File: config.mk
export PLATFORM = sky130hd
export DESIGN_NAME = fwd_hazard_unit
export DESIGN_NICKNAME = d
export VERILOG_FILES = /design/src/rtl/fwd_hazard_unit_pkg.sv /design/src/rtl/fwd_match.sv /design/src/rtl/fwd_hazard_unit.sv
export SDC_FILE = /design/constraint.sdc
export NUM_CORES = 1
export LEC_CHECK = 0
export BUFFER_PORTS_ARGS = -buffer_cell sky130_fd_sc_hd__buf_4
export CORE_ASPECT_RATIO = 1.1
export CORE_MARGIN = 8
export CORE_UTILIZATION = 40
export DETAILED_ROUTE_END_ITERATION = 10
export PLACE_DENSITY = 0.59
export REMOVE_ABC_BUFFERS = 1
export SKIP_CTS_REPAIR_TIMING = 1
export SLEW_MARGIN = 30
export SYNTH_ARGS = -nofsm -noshare
export SYNTH_HDL_FRONTEND = slang
export SYNTH_SLANG_ARGS = --single-unit
File: constraint.sdc
create_clock -name clk -period 2.9 [get_ports clk]
set_input_delay 0.435 -clock clk [delete_from_list [all_inputs] [get_ports clk]]
set_output_delay 0.435 -clock clk [all_outputs]
set_load 0.02 [all_outputs]
File: src/rtl/fwd_hazard_unit_pkg.sv
// rtl/fwd_hazard_unit_pkg.sv - shared types and constants for the forwarding/hazard unit
package fwd_hazard_unit_pkg;

  localparam int DEF_AW    = 5;
  localparam int DEF_DEPTH = 3;
  localparam int DEF_LAT_W = 2;

  typedef logic [DEF_LAT_W-1:0] lat_t;

  localparam lat_t LAT_ALU  = lat_t'(1);
  localparam lat_t LAT_LOAD = lat_t'(2);

  typedef struct packed {
    logic              v;
    logic [DEF_AW-1:0] rd;
    logic              we;
    lat_t              cnt;
  } fwd_entry_t;

endpackage

File: src/rtl/fwd_match.sv
// rtl/fwd_match.sv - youngest-producer match finder for one source operand
module fwd_match
  import fwd_hazard_unit_pkg::*;
#(
  parameter int AW    = DEF_AW,
  parameter int N     = DEF_DEPTH - 1,
  parameter int SEL_W = 2
) (
  input  logic [AW-1:0]    rs,
  input  fwd_entry_t       ent [N],
  output logic             hit,
  output logic [SEL_W-1:0] sel,
  output logic             late
);

  // Scan oldest to youngest so the youngest hit overwrites older ones.
  always_comb begin
    hit  = 1'b0;
    sel  = '0;
    late = 1'b0;
    for (int k = N - 1; k >= 0; k--) begin
      if (ent[k].v && ent[k].we && (ent[k].rd != '0) && (ent[k].rd == rs)) begin
        hit  = 1'b1;
        sel  = SEL_W'(k + 1);
        late = (ent[k].cnt > lat_t'(1));
      end
    end
  end

endmodule

File: src/rtl/fwd_hazard_unit.sv
// rtl/fwd_hazard_unit.sv - operand forwarding select and load-use stall generation
module fwd_hazard_unit
  import fwd_hazard_unit_pkg::*;
#(
  parameter  int AW      = DEF_AW,
  parameter  int NUM_SRC = 2,
  parameter  int DEPTH   = DEF_DEPTH,
  parameter  int LAT_W   = DEF_LAT_W,
  localparam int SEL_W   = $clog2(DEPTH)
) (
  input  logic                     clk,
  input  logic                     rst,
  input  logic                     id_valid,
  input  logic [NUM_SRC*AW-1:0]    id_rs,
  input  logic [AW-1:0]            id_rd,
  input  logic                     id_regwrite,
  input  logic [LAT_W-1:0]         id_lat,
  input  logic                     flush,
  output logic                     stall,
  output logic [NUM_SRC-1:0]       ex_fwd_en,
  output logic [NUM_SRC*SEL_W-1:0] ex_fwd_sel,
  output logic [15:0]              stall_cnt
);

  // The WB position is not kept: its producer counts as already written.
  localparam int NSTORE = DEPTH - 1;

  fwd_entry_t               pipe_q [NSTORE];
  fwd_entry_t               pipe_d [NSTORE];
  logic [NUM_SRC-1:0]       fwd_en_q, fwd_en_d;
  logic [NUM_SRC*SEL_W-1:0] fwd_sel_q, fwd_sel_d;
  logic [15:0]              stall_cnt_q, stall_cnt_d;

  logic [NUM_SRC-1:0]       hit;
  logic [NUM_SRC-1:0]       late;
  logic [SEL_W-1:0]         sel_w [NUM_SRC];
  logic                     live;

  for (genvar s = 0; s < NUM_SRC; s++) begin : g_src
    fwd_match #(
      .AW   (AW),
      .N    (NSTORE),
      .SEL_W(SEL_W)
    ) u_match (
      .rs  (id_rs[s*AW +: AW]),
      .ent (pipe_q),
      .hit (hit[s]),
      .sel (sel_w[s]),
      .late(late[s])
    );
  end

  always_comb begin
    live  = id_valid & ~flush;
    stall = live & (|late) & ~rst;

    pipe_d[0].v   = live & ~stall;
    pipe_d[0].rd  = id_rd;
    pipe_d[0].we  = id_regwrite;
    pipe_d[0].cnt = (id_lat == '0) ? lat_t'(1) : id_lat;
    for (int k = 1; k < NSTORE; k++) begin
      pipe_d[k] = pipe_q[k-1];
      if (pipe_q[k-1].cnt != '0) pipe_d[k].cnt = pipe_q[k-1].cnt - lat_t'(1);
    end

    // A stalled or flushed ID sends a bubble to EX, so nothing is forwarded.
    fwd_en_d  = '0;
    fwd_sel_d = '0;
    for (int s = 0; s < NUM_SRC; s++) begin
      if (live && !stall && hit[s]) begin
        fwd_en_d[s]                 = 1'b1;
        fwd_sel_d[s*SEL_W +: SEL_W] = sel_w[s];
      end
    end

    stall_cnt_d = stall_cnt_q;
    if (stall && (stall_cnt_q != 16'hFFFF)) stall_cnt_d = stall_cnt_q + 16'd1;
  end

  always_ff @(posedge clk) begin
    if (rst) begin
      for (int k = 0; k < NSTORE; k++) pipe_q[k] <= '0;
      fwd_en_q    <= '0;
      fwd_sel_q   <= '0;
      stall_cnt_q <= '0;
    end else begin
      for (int k = 0; k < NSTORE; k++) pipe_q[k] <= pipe_d[k];
      fwd_en_q    <= fwd_en_d;
      fwd_sel_q   <= fwd_sel_d;
      stall_cnt_q <= stall_cnt_d;
    end
  end

  assign ex_fwd_en  = fwd_en_q;
  assign ex_fwd_sel = fwd_sel_q;
  assign stall_cnt  = stall_cnt_q;

endmodule

---- Yosys cells after proc, flatten, opt, wreduce, memory -nomap -nowiden ----
Cells that the tools add are included.
word-level totals
  flip-flop bits (word level) ............. 40
cells by class
  add/sub/neg operators ................... 2
  $lt $le $gt $ge ......................... 2
  equality and inequality tests ........... 5
  multiplexer cells ....................... 16
  bitwise operators ....................... 9
  reduce and logical (&&, ||, !) cells .... 23
operators by type and width
  kind                     number
  $eq A5 B5 Y1             4
  $add A16 B1 Y16 const B  1
  $ne A16 B16 Y1 const B   1
  $mux W1                  13
  $logic_and A1 B1 Y1      12
  $reduce_bool A5 Y1       2
  $reduce_or A2 Y1         4
  $mux W2                  3
  $reduce_or A3 Y1         2
  $not A1 Y1               5
  $and A1 B1 Y1            4
  $gt A2 B1 Y1 const B     2
  $logic_not A2 Y1         1
  $reduce_bool A2 Y1       1
  $sub A2 B1 Y2 const B    1
  $logic_not A1 Y1         1

---- Depth between registers and ports, before layout ----
  word-level depth ........................ 13
  gate-level depth with buffers ........... 10
  depth with buffers taken out ............ 8

---- Modules after synthesis ----
Synthesis repeated with hierarchy kept, for this count alone.
second synthesis, totals
  cells, all modules ...................... 200
  area, all modules ....................... 1,859.3 um^2
by module, submodules not included
  module           instances  cells each  area an instance (um^2)
  fwd_hazard_unit  1          146         1,473.9
  fwd_match        2          27          192.7

---- Worst setup path after synthesis ----
Ideal clock, no wire load.
  kind .................................... reg-to-reg
  start ................................... reg stall_cnt_q[0], in the netlist stall_cnt[0]
  end ..................................... reg stall_cnt_q[1], in the netlist stall_cnt[1]
  data arrival time ....................... 2.332 ns
  required time ........................... 2.772 ns
  setup slack ............................. 0.440 ns
  stages on the path, launching flop included .. 11
  cells stage by stage .................... dfxtp_1 -> ha_1 -> and3_1 -> nand3_1 -> o31ai_2 -> nor2_1 -> a2bb2oi_4 -> buf_6 -> buf_8 -> mux2i_1 -> nor2_1
between the ends
  longest elaborated chain between the ends .. 2
  elaborated cells on any way between the ends .. 3
ends and longest elaborated chain
  what                                                     RTL line               source
  start: declaration                                       fwd_hazard_unit.sv:32  logic [15:0] stall_cnt_q, stall_cnt_d;
  start signal: assignment                                 fwd_hazard_unit.sv:90  stall_cnt_q <= stall_cnt_d;
  branches (longest 2 deep; another with $add A16 B1 Y16)  n/a
Parallel ways; which one is timed is not known.
A chain may end at the register's enable or synchronous reset.

---- Worst setup path after layout ----
  start ................................... reg pipe_d[6] (netlist name)
  end ..................................... out stall
between the ends
  longest elaborated chain between the ends .. 7
  elaborated cells on any way between the ends .. 11
ends and longest elaborated chain
  what                               RTL line               source
  $reduce_bool A5 Y1                 fwd_match.sv:22        if (ent[k].v && ent[k].we && (ent[k].rd != '0) && (ent[k].rd == rs)) begin
  $logic_and A1 B1 Y1 (2 in series)  fwd_match.sv:22
  $mux W1                            fwd_match.sv:22
  $reduce_or A2 Y1 (*)               fwd_hazard_unit.sv:55  stall = live & (|late) & ~rst;
  $and A1 B1 Y1 (*) (2 in series)    fwd_hazard_unit.sv:55
  end: declaration                   fwd_hazard_unit.sv:19  output logic stall,
Every way passes the cells marked *; elsewhere a longest branch is shown, timed or not.

==> metrics.cfg <==
[pwr]
powerDensity_nw_per_um2=468
peakVddDrop_mv=0.305
leakage_nw=0.879

[timing]
hold_viol=0
finClkSkew_ps=4.36
finalSetupTns_ps=0
fin_crit_ps=2720
maxSlewViolCount=0
slew-limit-headroom_pct=63.1
timing.final.crit_share_pct=93.9
finalSetupViolCount=0
rsz0062_at_grt=no
fmax_ghz=0.367
worst_pin_slew_ps=548

[floorplan]
row_count=25
die_w_um=80.4
die_h_um=86.8
fp.coreArea_um2=4350
floorplan.initialDensity_pct=42.0
io_pins=45
die_area_um2=6980

[synthesis]
yosys-top-cells-area=dfxtp_1 (43%), xnor2_1 (6.2%), nor2b_1 (5.1%), xor2_1 (3.8%), or4_1 (3.7%)
synth-edff-count=0
syn-cell-area_um2=1820
ys_seq_area_share_pct=42.8
syn_inst=198
ys.flop_type=dfxtp_1
postSynthAreaPerCell_um2=9.21
ys_ff_latch=39
async_flop_share_pct=0
synth_top_cells_by_count=dfxtp_1 (39), nor2b_1 (15), nor2_1 (14)
yosys.area.top_type=dfxtp_1
yosysWarnings=0
synth_top_cell_area_share_pct=42.8
ys_types=40
synth_most_common_cell=dfxtp_1

[cts]
path_clk_slew_ps=70
htreeDepth=2
cts_root_buffer=clkbuf_8
insertion_delay_ps=290
cts.sinks=39
clockBufferDepth=2
cts_tree=built
cts_made_buffers=5

[route]
wl_per_cell_um=14.0
ant_nets=0
vias_per_cell=5.20
drtPass1Iterations=4
wirelength_um=4240
drc=0
dr.first_iter.drc_count=66
vias=1570

[grt]
grt_pass1_vias=1530
grt_max_degree=36
track_usage_pct=12.6
met3_usage_pct=4.04
gr-total-overflow=0
use_met1_pct=15.0
grt_pass1_wl_um=7090
gr-max-usage-layer=met2
grt_antenna_before_repair=0
use_met2_pct=20.6

[worst_setup_path]
r2r-end=stall_cnt[5]
r2r-start=pipe_d[6]
critPathBufInv=1
critPathMaxStageDelay_ps=580
cp.arrival_ps=2290
crit_chain=or4_1 > o211ai_2 > or4_4 > a22o_2 > nand2_1 > a21oi_1 > buf_4
worstPathRequired_ps=2470
worstPathMaxFanout=4
r2r_cells=8
slowest_stage=or4_1
end_kind=output port
cpLargestDelayFamily=simple AND/OR/NAND/NOR gates
reg2reg_slack_ps=320
critPathKind=reg2out
cp-start-kind=flip-flop

[layout]
layout-drive-gt1-share_pct=27.0
n_antenna_cell=0
fin_cells=302
fin_nets=270
area_growth_pct=28.3

[hold_path]
min_from=id_lat[1]
holdPathEnd=pipe_q[9]
hold_path.class=in2reg
holdPathStages=2

[place]
place_inst=294
dpl.hpwl_um=3140
gp_congestion=0.827
port_buffers=44

[run_status]
outcome=completed

[run]
cap_violations=0

## cells by family (layout without fill, tap and decap cells)
kind of cell	after synthesis	after routing	share of synthesized area, %
simple gates	86	86	27.0
flops	39	39	42.8
compound gates	37	37	14.8
xor+xnor	21	21	10.1
buf+inv	12	62	3.50
mux	2	2	1.17
fa+ha+maj	1	1	0.686
## how the worst max path moves through the flow
| stage | endpoint | cells past startpoint | slack, ps | startpoint |
|---|---|---|---|---|
| after floorplan | stall_cnt[8] | 8 | 460 | stall_cnt[0] |
| after global placement | stall_cnt[13] | 9 | 210 | id_rs[1] |
| final | stall | 7 | 180 | pipe_d[6] |
| after global routing | stall | 7 | 50 | pipe_q[3] |
| after CTS | stall | 7 | 70 | pipe_q[6] |
| after detailed placement | stall_cnt[5] | 9 | 170 | id_rs[1] |
## layout make-up
class	instances	area, um^2
well taps	54	67.6
clock buffers	6	82.6
fillers	442	2010
multi-input cells	147	992
inverters	6	22.5
clock inverters	2	35.0
repair buffers	48	360
flip-flops and latches	39	781
## power by group
| group | internal, W | leakage [nW] | switching (W) |
|---|---|---|---|
| Clock | 0.000278 | 0.0612 | 0.000181 |
| Combinational | 0.0000451 | 0.501 | 0.0000355 |
| Sequential | 0.000546 | 0.318 | 0.0000107 |
## per-stage QoR
stage	area, um^2	utilization [%]	total power (W)	hold WS (ps)	worst slack (ps)
final	2340	53.8	0.00110	325	177
after global routing	2340	53.8	0.00114	333	47.4
after CTS	2330	53.6	0.00111	314	74.7
after detailed placement	2210	50.8	0.000649	449	174
after global placement	2210	50.8	0.000649	444	213
after floorplan	1780	-	0.000606	437	462
## routing by layer
metal	routed length (um)	share of wire (%)
met5	0	0
met4	60	1.4
met3	214	5.0
met2	2020	48
met1	1950	46
## state kept, by name (all words and copies together), names as in the netlist
signal / cells
pipe_q: 10
pipe_d: 7
stall_cnt: 16
ex_fwd_sel: 4
ex_fwd_en: 2
## placed cells by master, fill, tap and decap left out, types with 2 or more instances in the layout
cell,instances
buf_4,48
dfxtp_1,39
nor2b_1,15
nor2_1,14
xnor2_1,13
nand2_1,13
a21oi_1,13
or4_1,9
nand3_1,9
xor2_1,8
o31ai_1,8
inv_1,6
clkbuf_8,6
nand4_1,5
or3_1,5
o21ai_1,4
nor4_1,3
or4_4,2
o211ai_1,2
nor4_2,2
nor3b_1,2
and4_1,2
No activity file was read; power rests on OpenSTA's default activity.
